**src/rtl/ps2_pkg.sv**
```systemverilog
// ps2_pkg -- shared definitions for the PS/2 receive port.
//   * rx_state_e        : receiver FSM states
//   * STAT_OVF/PERR/IE  : bit positions in the status/control register
//   * DEF_BASE/DEPTH/TIMEOUT : default parameter values for ps2_port
package ps2_pkg;

    typedef enum logic [1:0] {
        ST_IDLE   = 2'd0,
        ST_DATA   = 2'd1,
        ST_PARITY = 2'd2,
        ST_STOP   = 2'd3
    } rx_state_e;

    localparam int STAT_OVF  = 7;
    localparam int STAT_PERR = 6;
    localparam int STAT_IE   = 5;

    localparam logic [7:0] DEF_BASE    = 8'h60;
    localparam int         DEF_DEPTH   = 8;
    localparam int         DEF_TIMEOUT = 25000;  // 1 ms at 25 MHz

endpackage

```
**src/rtl/ps2_if.sv**
```systemverilog
// ps2_if -- CPU port bus between the host and ps2_port.
//   pin_pa   : port address          (host -> port)
//   pin_po   : port write data       (host -> port)
//   pin_pw   : port write strobe     (host -> port)
//   pin_pi   : port read data        (port -> host), combinational from pin_pa
//   pin_intr : level interrupt       (port -> host)
// Modports: master = host side, slave = ps2_port side.
interface ps2_if;

    logic [7:0] pin_pa;
    logic [7:0] pin_po;
    logic       pin_pw;
    logic [7:0] pin_pi;
    logic       pin_intr;

    modport master (
        output pin_pa,
        output pin_po,
        output pin_pw,
        input  pin_pi,
        input  pin_intr
    );

    modport slave (
        input  pin_pa,
        input  pin_po,
        input  pin_pw,
        output pin_pi,
        output pin_intr
    );

endinterface

```
**src/rtl/ps2_rx.sv**
```systemverilog
// ps2_rx -- PS/2 frame receiver: line synchronisers, falling-edge detect,
// IDLE/DATA/PARITY/STOP FSM and inter-edge watchdog.
// Ports:
//   clk, rst  : system clock, synchronous active-high reset
//   ps2_clk   : raw PS/2 clock line (asynchronous)
//   ps2_dat   : raw PS/2 data line (asynchronous)
//   rx_byte   : last received byte, valid while rx_valid is high
//   rx_valid  : one-cycle strobe, one clk after a good stop-bit edge
//   rx_perr   : one-cycle strobe for a frame with bad parity or stop bit
module ps2_rx
    import ps2_pkg::*;
#(
    parameter int TIMEOUT = DEF_TIMEOUT
) (
    input  logic       clk,
    input  logic       rst,
    input  logic       ps2_clk,
    input  logic       ps2_dat,
    output logic [7:0] rx_byte,
    output logic       rx_valid,
    output logic       rx_perr
);

    localparam int              WD_W   = (TIMEOUT > 1) ? $clog2(TIMEOUT) : 1;
    localparam logic [WD_W-1:0] WD_MAX = WD_W'(TIMEOUT - 1);

    rx_state_e       state_q,    state_d;
    logic [1:0]      clk_sync_q, clk_sync_d;
    logic [1:0]      dat_sync_q, dat_sync_d;
    logic            clk_prev_q, clk_prev_d;
    logic [2:0]      bit_cnt_q,  bit_cnt_d;
    logic [7:0]      shift_q,    shift_d;
    logic            parity_q,   parity_d;
    logic [WD_W-1:0] wd_q,       wd_d;
    logic            valid_q,    valid_d;
    logic            perr_q,     perr_d;

    logic fall;
    logic dat;

    // Third flop on the synchronised clock gives a one-cycle falling-edge pulse.
    assign fall = clk_prev_q & ~clk_sync_q[1];
    assign dat  = dat_sync_q[1];

    always_comb begin
        // NOTE: every _d starts from a default so no branch can infer a latch.
        clk_sync_d = {clk_sync_q[0], ps2_clk};
        dat_sync_d = {dat_sync_q[0], ps2_dat};
        clk_prev_d = clk_sync_q[1];
        state_d    = state_q;
        bit_cnt_d  = bit_cnt_q;
        shift_d    = shift_q;
        parity_d   = parity_q;
        wd_d       = '0;
        valid_d    = 1'b0;
        perr_d     = 1'b0;

        // Watchdog only runs inside a frame; an edge restarts it.
        if (state_q != ST_IDLE) begin
            if (fall) begin
                wd_d = '0;
            end else if (wd_q == WD_MAX) begin
                state_d = ST_IDLE;
            end else begin
                wd_d = wd_q + WD_W'(1);
            end
        end

        if (fall) begin
            case (state_q)
                ST_IDLE: begin
                    if (!dat) begin
                        state_d   = ST_DATA;
                        bit_cnt_d = '0;
                    end
                end
                ST_DATA: begin
                    shift_d   = {dat, shift_q[7:1]};  // LSB arrives first
                    bit_cnt_d = bit_cnt_q + 3'd1;
                    if (bit_cnt_q == 3'd7) begin
                        state_d = ST_PARITY;
                    end
                end
                ST_PARITY: begin
                    parity_d = dat;
                    state_d  = ST_STOP;
                end
                ST_STOP: begin
                    state_d = ST_IDLE;
                    // Odd parity over data+parity and a high stop bit.
                    if ((^{shift_q, parity_q}) && dat) begin
                        valid_d = 1'b1;
                    end else begin
                        perr_d = 1'b1;
                    end
                end
                default: state_d = ST_IDLE;
            endcase
        end
    end

    always_ff @(posedge clk) begin
        if (rst) begin
            state_q    <= ST_IDLE;
            clk_sync_q <= 2'b11;   // idle-high line, so no false edge on release
            dat_sync_q <= 2'b11;
            clk_prev_q <= 1'b1;
            bit_cnt_q  <= '0;
            shift_q    <= '0;
            parity_q   <= 1'b0;
            wd_q       <= '0;
            valid_q    <= 1'b0;
            perr_q     <= 1'b0;
        end else begin
            // NOTE: non-blocking so every flop samples pre-edge values.
            state_q    <= state_d;
            clk_sync_q <= clk_sync_d;
            dat_sync_q <= dat_sync_d;
            clk_prev_q <= clk_prev_d;
            bit_cnt_q  <= bit_cnt_d;
            shift_q    <= shift_d;
            parity_q   <= parity_d;
            wd_q       <= wd_d;
            valid_q    <= valid_d;
            perr_q     <= perr_d;
        end
    end

    assign rx_byte  = shift_q;
    assign rx_valid = valid_q;
    assign rx_perr  = perr_q;

endmodule

```
**src/rtl/ps2_port.sv**
```systemverilog
// ps2_port -- PS/2 keyboard port: receiver, byte FIFO and CPU port decode.
// Ports:
//   clk, rst         : system clock, synchronous active-high reset
//   ps2_clk, ps2_dat : raw PS/2 lines
//   bus (ps2_if.slave): CPU port; BASE = data (read head / write pops),
//                       BASE+1 = status/control {OVF, PERR, IE, 0, count[3:0]}
// Parameters: BASE, DEPTH (power of two, 2..16), TIMEOUT (clk per PS/2 edge).
// Build option: define PS2_INTR_EN to implement IE and a registered
// pin_intr = IE & (count != 0); otherwise pin_intr is 0 and IE reads 0.
module ps2_port
    import ps2_pkg::*;
#(
    parameter logic [7:0] BASE    = DEF_BASE,
    parameter int         DEPTH   = DEF_DEPTH,
    parameter int         TIMEOUT = DEF_TIMEOUT
) (
    input  logic  clk,
    input  logic  rst,
    input  logic  ps2_clk,
    input  logic  ps2_dat,
    ps2_if.slave  bus
);

    localparam int            AW        = $clog2(DEPTH);
    localparam int            CW        = AW + 1;
    localparam logic [CW-1:0] FULL      = CW'(DEPTH);
    localparam logic [7:0]    STAT_ADDR = BASE + 8'd1;

    logic [7:0] rx_byte;
    logic       rx_valid;
    logic       rx_perr;

    ps2_rx #(.TIMEOUT(TIMEOUT)) u_rx (
        .clk      (clk),
        .rst      (rst),
        .ps2_clk  (ps2_clk),
        .ps2_dat  (ps2_dat),
        .rx_byte  (rx_byte),
        .rx_valid (rx_valid),
        .rx_perr  (rx_perr)
    );

    logic [7:0]    mem_q [DEPTH];
    logic [AW-1:0] rd_ptr_q, rd_ptr_d;
    logic [AW-1:0] wr_ptr_q, wr_ptr_d;
    logic [CW-1:0] count_q,  count_d;
    logic          ovf_q,    ovf_d;
    logic          perr_q,   perr_d;
    logic          pw_prev_q, pw_prev_d;

    logic       pw_rise, pop, push, full, wr_stat, ie;
    logic [3:0] cnt4;
    logic       unused_po;

    // Writes act once per strobe, however long pin_pw stays high.
    assign pw_rise = bus.pin_pw & ~pw_prev_q;
    assign wr_stat = pw_rise && (bus.pin_pa == STAT_ADDR);
    assign full    = (count_q == FULL);
    assign pop     = pw_rise && (bus.pin_pa == BASE) && (count_q != '0);
    // A pop in the same cycle frees the slot, so a push into a full FIFO succeeds.
    assign push    = rx_valid && (!full || pop);
    assign cnt4    = 4'(count_q);

    always_comb begin
        pw_prev_d = bus.pin_pw;
        rd_ptr_d  = rd_ptr_q;
        wr_ptr_d  = wr_ptr_q;
        count_d   = count_q;
        ovf_d     = ovf_q;
        perr_d    = perr_q;

        if (push) wr_ptr_d = wr_ptr_q + AW'(1);
        if (pop)  rd_ptr_d = rd_ptr_q + AW'(1);
        case ({push, pop})
            2'b10:   count_d = count_q + CW'(1);
            2'b01:   count_d = count_q - CW'(1);
            default: count_d = count_q;
        endcase

        // Clear first, set second: a same-cycle set wins.
        if (wr_stat && bus.pin_po[STAT_OVF])  ovf_d  = 1'b0;
        if (wr_stat && bus.pin_po[STAT_PERR]) perr_d = 1'b0;
        if (rx_valid && !push) ovf_d  = 1'b1;
        if (rx_perr)           perr_d = 1'b1;
    end

    always_ff @(posedge clk) begin
        if (rst) begin
            rd_ptr_q  <= '0;
            wr_ptr_q  <= '0;
            count_q   <= '0;
            ovf_q     <= 1'b0;
            perr_q    <= 1'b0;
            pw_prev_q <= 1'b0;
        end else begin
            rd_ptr_q  <= rd_ptr_d;
            wr_ptr_q  <= wr_ptr_d;
            count_q   <= count_d;
            ovf_q     <= ovf_d;
            perr_q    <= perr_d;
            pw_prev_q <= pw_prev_d;
        end
    end

    // NOTE: FIFO storage is not reset; count/pointers decide what is valid.
    always_ff @(posedge clk) begin
        if (push) begin
            mem_q[wr_ptr_q] <= rx_byte;
        end
    end

`ifdef PS2_INTR_EN
    logic ie_q,   ie_d;
    logic intr_q, intr_d;

    always_comb begin
        ie_d = ie_q;
        if (wr_stat) ie_d = bus.pin_po[STAT_IE];
        // Registered from the committed count: rises one clk after a push.
        intr_d = ie_q && (count_q != '0);
    end

    always_ff @(posedge clk) begin
        if (rst) begin
            ie_q   <= 1'b0;
            intr_q <= 1'b0;
        end else begin
            ie_q   <= ie_d;
            intr_q <= intr_d;
        end
    end

    assign ie           = ie_q;
    assign bus.pin_intr = intr_q;
    assign unused_po    = ^bus.pin_po[4:0];
`else
    assign ie           = 1'b0;
    assign bus.pin_intr = 1'b0;
    assign unused_po    = ^bus.pin_po[5:0];
`endif

    // Unmatched addresses return 0 so several ports can be ORed together.
    always_comb begin
        bus.pin_pi = 8'h00;
        if (bus.pin_pa == BASE) begin
            if (count_q != '0) bus.pin_pi = mem_q[rd_ptr_q];
        end else if (bus.pin_pa == STAT_ADDR) begin
            bus.pin_pi[STAT_OVF]  = ovf_q;
            bus.pin_pi[STAT_PERR] = perr_q;
            bus.pin_pi[STAT_IE]   = ie;
            bus.pin_pi[3:0]       = cnt4;
        end
    end

endmodule

```
**src/flat_wrapper.sv**
```systemverilog
// flat-port wrapper written by rule: the top's interface ports become plain ports
module ps2_port_flat import ps2_pkg::*;
#(
    parameter logic [7:0] BASE    = DEF_BASE,
    parameter int         DEPTH   = DEF_DEPTH,
    parameter int         TIMEOUT = DEF_TIMEOUT
)
  (clk, rst, ps2_clk, ps2_dat, bus_pin_pa, bus_pin_po, bus_pin_pw, bus_pin_pi, bus_pin_intr);
  ps2_if bus_i ();
  input  logic clk;
  input  logic rst;
  input  logic ps2_clk;
  input  logic ps2_dat;
  input wire logic [$bits(bus_i.pin_pa)-1:0] bus_pin_pa;
  input wire logic [$bits(bus_i.pin_po)-1:0] bus_pin_po;
  input wire logic [$bits(bus_i.pin_pw)-1:0] bus_pin_pw;
  output wire logic [$bits(bus_i.pin_pi)-1:0] bus_pin_pi;
  output wire logic [$bits(bus_i.pin_intr)-1:0] bus_pin_intr;
  assign bus_i.pin_pa = bus_pin_pa;
  assign bus_i.pin_po = bus_pin_po;
  assign bus_i.pin_pw = bus_pin_pw;
  assign bus_pin_pi = bus_i.pin_pi;
  assign bus_pin_intr = bus_i.pin_intr;
  ps2_port #(.BASE(BASE), .DEPTH(DEPTH), .TIMEOUT(TIMEOUT)) u_core (.clk(clk), .rst(rst), .ps2_clk(ps2_clk), .ps2_dat(ps2_dat), .bus(bus_i));
endmodule
```
**config.mk**
```make
export PLATFORM = sky130hd
export DESIGN_NAME = ps2_port_flat
export DESIGN_NICKNAME = d
export VERILOG_FILES = /design/src/rtl/ps2_pkg.sv /design/src/rtl/ps2_if.sv /design/src/rtl/ps2_rx.sv /design/src/rtl/ps2_port.sv /design/src/flat_wrapper.sv
export SDC_FILE = /design/constraint.sdc
export NUM_CORES = 1
export LEC_CHECK = 0
export CAP_MARGIN = 20
export CELL_PAD_IN_SITES_DETAIL_PLACEMENT = 1
export CELL_PAD_IN_SITES_GLOBAL_PLACEMENT = 2
export CORE_UTILIZATION = 43
export CTS_BUF_LIST = sky130_fd_sc_hd__clkbuf_4 sky130_fd_sc_hd__clkbuf_8
export DETAILED_ROUTE_END_ITERATION = 10
export GPL_TIMING_DRIVEN = 0
export PLACE_DENSITY = 0.84
export SYNTH_ARGS = -nofsm -noshare
export SYNTH_HDL_FRONTEND = slang
export SYNTH_SLANG_ARGS = --single-unit
```
**constraint.sdc**
```tcl
create_clock -name clk -period 3.29 [get_ports clk]
set_input_delay 0.658 -clock clk [delete_from_list [all_inputs] [get_ports clk]]
set_output_delay 0.658 -clock clk [all_outputs]
set_load 0.01 [all_outputs]
```
==> results by group, run 1 <==
Synthesis
  – Unique masters post-synth: between 50 and 60
  – Post-synth EDFFs: between 60 and 70
  – Mapped Avg Cell Area: roughly 13 µm²
  – Seq cells post-synth: 116
  – Mapped Area: roughly 4800 µm²
  – Async SR Flop Fraction: 0
  – Synth warnings: 0
  – Seq/Total Area, Yosys: 0.614
  – Syn_nets: 410
  – Synth Flop Type: edfxtp_1
  – Mapped Cells: roughly 380

Floorplan
  – Row count: 38
  – Die height: 108 µm
  – Initial core utilization: 0.443
  – IO Pins: 30
  – Total core area: 10900 µm²
  – Die ar.: between 10000 and 15000 µm²
  – DIE WIDTH: ~110 µm

Clocking
  – Clock tree sinks: 116
  – CTS root buffer: clkbuf_8
  – CTS Buf Count: 17
  – Worst skew pair latency: 0.43 ns
  – Cts hold-fix bufs: 0
  – CTS Buffer Depth: 2
  – Clock transition at path regs: roughly 0.070 ns
  – CTS tree: built
  – H-tree Lvls: 4

Min path
  – Tightest Hold Check Type: reg -> reg
  – Hold Path Depth: 1

Final layout
  – Commonest cells after routing, fill and taps aside: 64 x edfxtp_1, 52 x dfxtp_1, 37 x nand2_1, 35 x nor2_1, 21 x a21oi_1
  – Synth-to-layout area growth: 18.7%
  – Fillers: 1133
  – Design Area, Final: 5730 µm²
  – Share of layout cells above drive strength 1: 0.201
  – Final #Nets: 459
  – Ant diodes: 0
  – Most common cell after layout, fill and taps aside: edfxtp_1

Routing
  – DR WL met3: 416 µm
  – Via count: 3165
  – Final wirelength: ~11 mm
  – Max layer used: met4
  – Wire length on met1: about 4.5 mm
  – DRT antenna net count: 0
  – DR iter-0 viols: about 130
  – First drt pass iteration count: 4
  – WL per Instance: 18.6 µm
  – Vias/cell: 5.43
  – Routed wl met2: around 5.7 mm
  – DRC viols: 0

Placed design
  – DP Area: 5280 µm²
  – Setup WS pre-CTS: -0.763 ns
  – Final weighted congestion in routability-driven placement: 0.723
  – I/O Buffers: 21
  – HPWL after DPL: 7.43 mm

Outcome
  – Outcome: finished clean

Timing
  – Setup WS post-layout: between 0.04 and 0.05 ns
  – Worst-Margin Slew: 0.924 ns
  – RSZ-0062 raised after global routing: false
  – Slew margin rel.: 0.380
  – Slew Viols, Final: 0
  – Final hold violation count: 0
  – Final setup vio count: 0
  – Period utilization: 0.987
  – Final critical-path required period: 3.25 ns
  – Max Clk Rate: 0.308 GHz
  – Clock Skew: 0.0130 ns

Worst setup path
  – WS Path Type: in -> out
  – Crit path DAT: ~2.6 ns
  – Crit end category: primary output
  – FF-to-FF path depth: 9
  – WP data required: 2.63 ns
  – CP Max Fanout: 6
  – Setup slack, reg-to-reg: 0.69 ns
  – Worst Setup Start Kind: input port

Power
  – Max VDD drop: 0.257 mV
  – Pwr/cell area: 512 nW/µm²
  – P_leak: 1.92 nW

Job
  – Maxcap violations: 0

Global route
  – Vias in the first global route: around 3400
  – Initial antenna violation count: 0
  – Gr ovfl total: 0
  – Largest net degree at the start of global routing: 17
  – First-pass GRT wire length: 17.4 mm
  – GRT Overall Usage: 0.206
==> worst max-delay path, cell delays in order <==
cell and delay (ns):
clkdlybuf4s50_1 0.42, or4_4 0.55, or3_4 0.45, buf_4 0.18, o21ai_2 0.17, buf_2 0.16
==> repair_timing <==
action | CTS | global route
setup buffers | 4 | 1
endpoints found under the setup margin | 8 | 10
pin swaps | 2 | 1
resized for setup | 31 | 5
==> cells in the mapped netlist, types with 2 or more instances <==
master / count / share of area
a21oi_1: 21 / 0.022
and2_1: 2 / 0.0026
and3_1: 4 / 0.0052
buf_2: 3 / 0.0031
clkbuf_1: 13 / 0.010
dfxtp_1: 52 / 0.22
edfxtp_1: 64 / 0.40
ha_1: 7 / 0.018
inv_1: 7 / 0.0054
mux2i_1: 10 / 0.021
mux4_2: 16 / 0.075
nand2_1: 37 / 0.029
nand2b_1: 5 / 0.0065
nand3_1: 6 / 0.0062
nand4_1: 2 / 0.0026
nand4b_1: 3 / 0.0054
nor2_1: 35 / 0.027
nor2b_1: 3 / 0.0039
nor3_1: 12 / 0.012
nor4_1: 6 / 0.0078
nor4bb_1: 2 / 0.0041
o21ai_0: 13 / 0.013
or2_2: 5 / 0.0065
or3_1: 4 / 0.0052
xnor2_1: 16 / 0.029
xor2_1: 8 / 0.015
==> kinds of logic after synthesis <==
logic type,after synthesis,synth area share
AND/OR/NAND/NOR,136,0.147
flip-flops,116,0.614
AO/OA/AOI/OAI,44,0.0513
multiplexers,26,0.0954
XOR/XNOR,25,0.0482
buffers and inverters,25,0.0210
adder cells (fa/ha/maj),8,0.0223
other,1,0.000777
==> final timing paths <==
| check | from | to |
|---|---|---|
| max | bus_pin_pa[2] | bus_pin_pi[6] |
| min | u_core.u_rx.dat_sync_q[0] | u_core.u_rx.dat_sync_q[1] |
| min reg2reg | u_core.u_rx.dat_sync_q[0] | u_core.u_rx.dat_sync_q[1] |
| max reg2reg | u_core.cnt4[0] | u_core.cnt4[3] |
==> routing by layer <==
layer	track usage	up-vias
met5	0	-
met2	0.370	59
met3	0.0645	20
li1	-	1487
met4	0.0714	0
met1	0.230	1599
==> final cells by class <==
type / instances / area (µm²) / share of cell area
clock buffer: 17 / 234 / 0.0408
sequential: 116 / 2960 / 0.517
clock inverter: 15 / 180 / 0.0315
inverter: 7 / 26.3 / 0.00459
timing repair buffer: 32 / 259 / 0.0452
tap: 140 / 175 / 0.0306
multi-input combinational: 240 / 1820 / 0.318
buffer: 16 / 71.3 / 0.0125
==> metrics by stage <==
stage               cells  hold slack, ns  utilization  total power [W]  setup TNS (ns)
floorplan             381           0.389            -          0.00157               0
global placement      542           0.395        0.479          0.00159          -41.79
detailed placement    548           0.394        0.485          0.00159          -13.44
CTS                   583           0.411        0.525          0.00296               0
global route          583           0.418        0.526          0.00303               0
finish                583           0.409        0.526          0.00293               0
==> where the power goes <==
group | internal, W | leakage, nW | switching, W
Combinational | 0.0000225 | 0.718 | 0.0000216
Sequential | 0.00151 | 1.01 | 0.00000203
Clock | 0.000754 | 0.193 | 0.000619
==> registers in the layout, summed over array words and instances (netlist names), 2 cells and up, named ones only <==
register,flops
u_core.u_rx.clk_sync_q,2
u_core.u_rx.dat_sync_q,2
u_core.u_rx.state_q,2
u_core.u_rx.bit_cnt_q,3
u_core.u_rx.rx_byte,8
u_core.u_rx.wd_q,15
u_core.rd_ptr_q,3
u_core.cnt4,4
u_core.wr_ptr_q,3
u_core.mem_q,64
Note: power is estimated with default switching activity, not from simulation.
==> inputs of run 2 (changes only) <==
--- a/config.mk
+++ b/config.mk
@@ -12,6 +12,7 @@
 export CTS_BUF_LIST = sky130_fd_sc_hd__clkbuf_4 sky130_fd_sc_hd__clkbuf_8
 export DETAILED_ROUTE_END_ITERATION = 10
 export GPL_TIMING_DRIVEN = 0
+export MAX_ROUTING_LAYER = met4
 export PLACE_DENSITY = 0.84
 export SYNTH_ARGS = -nofsm -noshare
 export SYNTH_HDL_FRONTEND = slang
==> run 2 against run 1 <==
Non-clock buffer count unchanged. Largest power group unchanged. Highest routed layer unchanged. Flip-flop and latch count unchanged. Power grew 0.22%. Maximum frequency shrank 0.12%. Worst setup slack got worse by 0.0040 ns. Cell count unchanged.
==> results by group, run 2 (synthesized netlist as in run 1, its figures left out) <==
Final layout
  – Synth-to-layout area growth: 18.7% (unchanged)
  – Ant diodes: 0 (unchanged)
  – Share of layout cells above drive strength 1: 0.201 (unchanged)
  – Register area: 2960 µm² (unchanged)
  – Commonest cells after routing, fill and taps aside: 64 x edfxtp_1, 52 x dfxtp_1, 37 x nand2_1, 35 x nor2_1, 21 x a21oi_1
  – Max FFs per register: 64 (unchanged)
  – Fillers: 1133 (unchanged)
  – Most common cell after layout, fill and taps aside: edfxtp_1
  – Multi-input logic area: 1820 µm² (unchanged)
  – Top reg by flops: u_core.mem_q
  – Design Area, Final: 5730 µm² (unchanged)
  – Final #Nets: 459 (unchanged)

Floorplan
  – DIE WIDTH: 108 µm (unchanged)
  – Initial core utilization: 0.443 (unchanged)
  – Die ar.: 11700 µm² (unchanged)
  – IO Pins: 30 (unchanged)
  – Die height: 108 µm (unchanged)
  – Total core area: 10900 µm² (unchanged)
  – Row count: 38 (unchanged)

Timing
  – Max Clk Rate: 0.307 GHz (-0.12%)
  – Period utilization: 0.989 (+0.00121)
  – Setup TNS: 0 ns (unchanged)
  – Final setup vio count: 0 (unchanged)
  – Final critical-path required period: 3.25 ns (+0.00398 ns)
  – Setup WS post-layout: 0.0376 ns (-0.00398 ns)
  – Slew margin rel.: 0.384 (+0.00337)
  – Slew Viols, Final: 0 (unchanged)
  – Worst-Margin Slew: 0.919 ns (-0.00502 ns)
  – Final hold violation count: 0 (unchanged)
  – RSZ-0062 raised after global routing: false
  – Clock Skew: 0.0144 ns (+0.00140 ns)

Worst setup path
  – Crit path DAT: 2.59 ns (about the same)
  – Crit path capture: bus_pin_pi[6]
  – Crit. Startpoint: bus_pin_pa[2]
  – Crit path buf inv count: 3 (unchanged)
  – Reg2reg start: u_core.cnt4[0]
  – Crit end category: primary output
  – WP data required: 2.63 ns (about the same)
  – Slowest stage delay, CP: 0.55 ns (about the same)
  – Worst reg2reg path endpoint: u_core.cnt4[3]
  – Setup slack, reg-to-reg: 0.69 ns (about the same)
  – Instance count on the critical path: 6 (unchanged)
  – CP Max Fanout: 6 (unchanged)
  – Slowest cell on crit path: or4_4
  – Critical Path, Cell by Cell: clkdlybuf4s50_1, or4_4, or3_4, buf_4, o21ai_2, buf_2
  – WS Path Type: in -> out
  – Worst Setup Start Kind: input port
  – FF-to-FF path depth: 9 (unchanged)
  – Crit-path leading delay family: simple AND/OR/NAND/NOR gates

Job
  – Maxcap violations: 0 (unchanged)

Power
  – Pwr/cell area: 513 nW/µm² (+0.22%)
  – Sw Share: 0.221 (+0.00179)
  – Int Pwr: 0.00229 W (about the same)
  – P_leak: 1.92 nW (unchanged)
  – Combinational power share: 0.015 (about the same)
  – P_sw: 0.000649 W (+1.0%)
  – Max VDD drop: 0.257 mV (about the same)
  – Clock power share: 0.469 (about the same)
  – Sequential group share of total power: 0.516 (about the same)

Placed design
  – Setup WS pre-CTS: -0.763 ns (unchanged)
  – I/O Buffers: 21 (unchanged)
  – HPWL after DPL: 7.43 mm (unchanged)
  – Final weighted congestion in routability-driven placement: 0.732 (+1.2%)
  – DP Area: 5280 µm² (unchanged)

Routing
  – DRC viols: 0 (unchanged)
  – Vias/cell: 5.41 (-0.32%)
  – WL per Instance: 18.7 µm (+0.35%)
  – DRT antenna net count: 0 (unchanged)
  – Final wirelength: 10.9 mm (+0.35%)
  – DR iter-0 viols: 126 (+0.80%)
  – Via count: 3155 (-0.32%)
  – First drt pass iteration count: 4 (unchanged)

Global route
  – Vias in the first global route: 3390 (+0.24%)
  – Gr ovfl total: 0 (unchanged)
  – First-pass GRT wire length: 17.4 mm (-0.16%)
  – Initial antenna violation count: 0 (unchanged)
  – Largest net degree at the start of global routing: 17 (unchanged)
  – GRT Overall Usage: 0.211 (+0.00530)

Clocking
  – Clock tree sinks: 116 (unchanged)
  – CTS root buffer: clkbuf_8
  – Worst skew pair latency: 0.44 ns (about the same)
  – Clock transition at path regs: 0.07 ns (about the same)
  – Cts hold-fix bufs: 0 (unchanged)
  – H-tree Lvls: 4 (unchanged)
  – CTS tree: built
  – CTS Buf Count: 17 (unchanged)
  – CTS Buffer Depth: 2 (unchanged)

Outcome
  – Outcome: finished clean

Min path
  – Hold wc startpoint: u_core.u_rx.dat_sync_q[0]
  – Tightest Hold Check Type: reg -> reg
==> run 2: cell counts in the layout (fill, tap and decap cells not counted) <==
Identical to the previous run, type by type.
==> run 2: repair_timing <==
action                                  CTS  global route
resized for setup                        31             5
buffers inserted                          4             1
endpoints found under the setup margin    8            10
pin swaps                                 2             1
==> run 2: worst min path at each step <==
stage,depth (start not counted),endpoint,slack (ns)
after floorplan,1,u_core.u_rx.clk_sync_q[1],0.39
after global placement,1,u_core.u_rx.dat_sync_q[1],0.40
after detailed placement,1,u_core.u_rx.dat_sync_q[1],0.39
after CTS,1,u_core.u_rx.dat_sync_q[1],0.41
after global routing,1,u_core.u_rx.dat_sync_q[1],0.42
final,1,u_core.u_rx.dat_sync_q[1],0.41
==> run 2: metrics by stage <==
stage	std cells	total power, W	utilization	hold WS [ns]
after global placement	542	0.00159	0.479	0.395
after CTS	583	0.00296	0.525	0.411
after global routing	583	0.00302	0.526	0.418
final	583	0.00294	0.526	0.409
after detailed placement	548	0.00159	0.485	0.394
after floorplan	381	0.00157	-	0.389
==> run 2: final cells by class <==
cell class,instances,area share
Sequential cell,116,0.517
Clock buffer,17,0.0408
Tap cell,140,0.0306
Multi-Input combinational cell,240,0.318
Timing Repair Buffer,32,0.0452
Clock inverter,15,0.0315
Buffer,16,0.0125
Inverter,7,0.00459
==> run 2: worst register-to-register path, stage by stage (launching register included) <==
cell,delay (ns)
dfxtp_1,0.38
nor4_1,0.71
nor4_4,0.07
and2b_4,0.22
ha_1,0.27
a21o_1,0.18
a21oi_1,0.21
and3b_2,0.22
o21ai_0,0.07
nor3b_2,0.15
==> run 2: per-layer routing <==
| metal | routed length (µm) | global-route usage |
|---|---|---|
| met1 | 4450 | 0.230 |
| met5 | 0 | - |
| met4 | 167 | 0.0773 |
| met3 | 479 | 0.0573 |
| met2 | 5790 | 0.369 |
==> run 2: power groups by stage <==
stage               combinational, W  sequential (W)  clock, W
global route               0.0000481         0.00152   0.00146
detailed placement         0.0000429         0.00155         0
finish                     0.0000442         0.00152   0.00138
floorplan                  0.0000189         0.00155         0
CTS                        0.0000438         0.00152   0.00140
global placement           0.0000421         0.00155         0
==> inputs of run 3 (changes only) <==
--- a/config.mk
+++ b/config.mk
@@ -5,15 +5,16 @@
 export SDC_FILE = /design/constraint.sdc
 export NUM_CORES = 1
 export LEC_CHECK = 0
+export ABC_AREA = 1
 export CAP_MARGIN = 20
 export CELL_PAD_IN_SITES_DETAIL_PLACEMENT = 1
 export CELL_PAD_IN_SITES_GLOBAL_PLACEMENT = 2
-export CORE_UTILIZATION = 43
+export CORE_UTILIZATION = 39
 export CTS_BUF_LIST = sky130_fd_sc_hd__clkbuf_4 sky130_fd_sc_hd__clkbuf_8
 export DETAILED_ROUTE_END_ITERATION = 10
 export GPL_TIMING_DRIVEN = 0
 export MAX_ROUTING_LAYER = met4
-export PLACE_DENSITY = 0.84
+export PLACE_DENSITY = 0.83
 export SYNTH_ARGS = -nofsm -noshare
 export SYNTH_HDL_FRONTEND = slang
 export SYNTH_SLANG_ARGS = --single-unit
==> run 3 against run 2 <==
Via count is 21% higher. Core utilization shrank 5.1 points. Sequential share of layout area is 0.87 points lower. Largest power group unchanged. Highest routed layer unchanged.
==> results by group, run 3 <==
Outcome
  – Outcome: finished clean

Worst setup path
  – WP data required: 2.63 ns (about the same)
  – Worst Setup Start Kind: input port
  – Crit end category: primary output
  – WS Path Type: in -> out
  – Crit path DAT: 2.55 ns (-0.04 ns)
  – CP Max Fanout: 8 (+2)

Clocking
  – CTS root buffer: clkbuf_8
  – Cts hold-fix bufs: 0 (unchanged)
  – CTS tree: built
  – Clock tree sinks: 116 (unchanged)
  – Clock transition at path regs: 0.06 ns (about the same)
  – CTS Buffer Depth: 2 (unchanged)
  – CTS Buf Count: 17 (unchanged)
  – Worst skew pair latency: 0.43 ns (about the same)
  – H-tree Lvls: 4 (unchanged)

Final layout
  – Commonest cells after routing, fill and taps aside: 84 x nor2_1, 70 x nand2_1, 64 x edfxtp_1, 52 x dfxtp_1, 49 x inv_1
  – Final #Nets: 598 (+30%)
  – Most common cell after layout, fill and taps aside: nor2_1
  – Synth-to-layout area growth: 16.7%
  – Non-filler instance count after layout: 750 (+29%)
  – Max FFs per register: 64 (unchanged)
  – Ant diodes: 0 (unchanged)
  – Share of layout cells above drive strength 1: 0.129 (-0.0720)
  – Top reg by flops: u_core.mem_q

Synthesis
  – Seq/Total Area, Yosys: 0.594 (-0.0202)
  – Most common cell in the netlist: nor2_1
  – Mapped Cells: 525 (+38%)
  – Synth Flop Type: edfxtp_1
  – Mapped Area: 4990 µm² (+3.4%)
  – Synth warnings: 0 (unchanged)
  – Mapped Avg Cell Area: 9.51 µm² (-25%)
  – Syn_nets: 554 (+35%)
  – Top cell type's share of synthesized area: 0.385 (-0.0131)
  – Async SR Flop Fraction: 0 (unchanged)
  – Top area cells in the synthesized netlist: edfxtp_1 39%, dfxtp_1 21%, nor2_1 6.5%, nand2_1 5.3%, o21ai_0 4.8%
  – Post-synth top cells: 87 x nor2_1, 70 x nand2_1, 64 x edfxtp_1
  – Post-synth EDFFs: 64 (unchanged)
  – Seq cells post-synth: 116 (unchanged)
  – Yosys top cell by area: edfxtp_1
  – Unique masters post-synth: 38 (-25%)

Global route
  – Vias in the first global route: 4078 (+20%)
  – GRT Overall Usage: 0.218 (+0.00677)
  – Most used routing layer: met2
  – First-pass GRT wire length: 20.4 mm (+18%)
  – M3 GR Usage: 0.0490 (-0.00824)
  – Gr ovfl total: 0 (unchanged)
  – Met2 Usage GRT: 0.359 (-0.00953)
  – Grt met1 use: 0.254 (+0.0236)
  – Initial antenna violation count: 0 (unchanged)
  – Largest net degree at the start of global routing: 17 (unchanged)

Placed design
  – Final weighted congestion in routability-driven placement: 0.828 (+13%)
  – Setup WS pre-CTS: -0.330 ns (+0.433 ns)
  – I/O Buffers: 22 (+4.8%)
  – Dpl cells: 716 (+31%)
  – HPWL after DPL: 8.60 mm (+16%)

Floorplan
  – Row count: 40 (+5.3%)
  – Die ar.: 13300 µm² (+14%)
  – IO Pins: 30 (unchanged)
  – Die height: 115 µm (+6.6%)
  – Total core area: 12300 µm² (+13%)
  – DIE WIDTH: 115 µm (+6.6%)
  – Initial core utilization: 0.407 (-0.0363)

Timing
  – Slew Viols, Final: 0 (unchanged)
  – Clock Skew: 0.0119 ns (-0.00246 ns)
  – Final hold violation count: 0 (unchanged)
  – Final critical-path required period: 3.21 ns (-0.0451 ns)
  – Final setup vio count: 0 (unchanged)
  – Slew margin rel.: 0.308 (-0.0758)
  – Period utilization: 0.975 (-0.0137)
  – Worst-Margin Slew: 1.03 ns (+0.115 ns)
  – Setup WS post-layout: 0.0827 ns (+0.0451 ns)
  – Max Clk Rate: 0.312 GHz (+1.4%)

Routing
  – DR iter-0 viols: 184 (+46%)
  – Final wirelength: 12.3 mm (+13%)
  – Via count: 3803 (+21%)
  – Vias/cell: 5.07 (-6.3%)
  – First drt pass iteration count: 4 (unchanged)
  – WL per Instance: 16.4 µm (-12%)
  – DRC viols: 0 (unchanged)
  – DRT antenna net count: 0 (unchanged)

Power
  – P_leak: 2.24 nW (+16%)
  – Pwr Total: 0.00268 W (-9.0%)
  – Max VDD drop: 0.244 mV (-4.9%)
  – Pwr/cell area: 459 nW/µm² (-11%)

Min path
  – Tightest Hold Check Type: reg -> reg

Job
  – Maxcap violations: 0 (unchanged)
## run 3: changes by cell type after synthesis, moves of 15 or more
| cell | previous run | this run |
|---|---|---|
| inv_1 | 7 | 49 |
| nand2_1 | 37 | 70 |
| nand3_1 | 6 | 21 |
| o21ai_0 | 13 | 48 |
| mux4_2 | 16 | 0 |
| nor2_1 | 35 | 87 |
## run 3: power breakdown
part	internal [W]	switching (W)
registers	0.00152	0.00000239
logic	0.0000227	0.0000213
clock network	0.000576	0.000535
## run 3: per-layer routing
layer	routed length (µm)	up-vias
met3	492	15
met2	6210	74
li1	-	1875
met5	0	-
met1	5400	1839
met4	222	0
## run 3: logic make-up (layout without fill, tap and decap cells)
group / after synthesis / after routing / share of synthesized area
adders and majority gates: 8 / 8 / 0.0216
buffers and inverters: 67 / 124 / 0.0524
DFF: 116 / 116 / 0.594
other: 1 / 1 / 0.000751
AOI/OAI and AO/OA: 103 / 103 / 0.117
xor gates and xnor gates: 7 / 7 / 0.0123
and+or+nand+nor: 223 / 223 / 0.203
## run 3: stage by stage
step	area (µm²)	TNS, ns	util	hold slack (ns)
after floorplan	4990	0	-	0.389
final	5830	0	0.475	0.413
after global routing	5830	-0.00675	0.475	0.438
after CTS	5810	0	0.474	0.421
after detailed placement	5440	-1.92	0.444	0.401
after global placement	5420	-5.13	0.442	0.397
## run 3: timing repair
item,CTS,global route
gates resized for setup,4,13
endpoints found under the setup margin,8,8
hold endpoints to repair,0,0
cloned,0,0
pin swaps,0,1
setup buffers,1,1
## run 3: critical path, cell delays in order
cell and delay (ns):
clkdlybuf4s50_1 0.46, nand2_1 0.05, inv_1 0.04, nand2_1 0.08, nor2_2 0.15, a21boi_4 0.21
buf_12 0.15, o211ai_1 0.13, nand2_1 0.10, clkdlybuf4s50_1 0.53
## run 3: worst paths after layout
kind                             start                         to  slack [ns]  cells past startpoint
max                      bus_pin_pa[6]              bus_pin_pi[2]        0.08                     10
min          u_core.u_rx.clk_sync_q[0]  u_core.u_rx.clk_sync_q[1]        0.41                      1
max reg2reg             u_core.cnt4[3]         u_core.mem_q[3][2]        0.94                      6
min reg2reg  u_core.u_rx.clk_sync_q[0]  u_core.u_rx.clk_sync_q[1]        0.41                      1
## run 3: area by class of cell
cell class / count / area [µm²]
clock buffer: 24 / 293
buffer: 15 / 73.8
tap: 168 / 210
sequential: 116 / 2960
multi-input combinational: 342 / 1800
fill: 1413 / 6440
timing repair buffer: 25 / 255
clock inverter: 8 / 38.8
inverter: 52 / 195
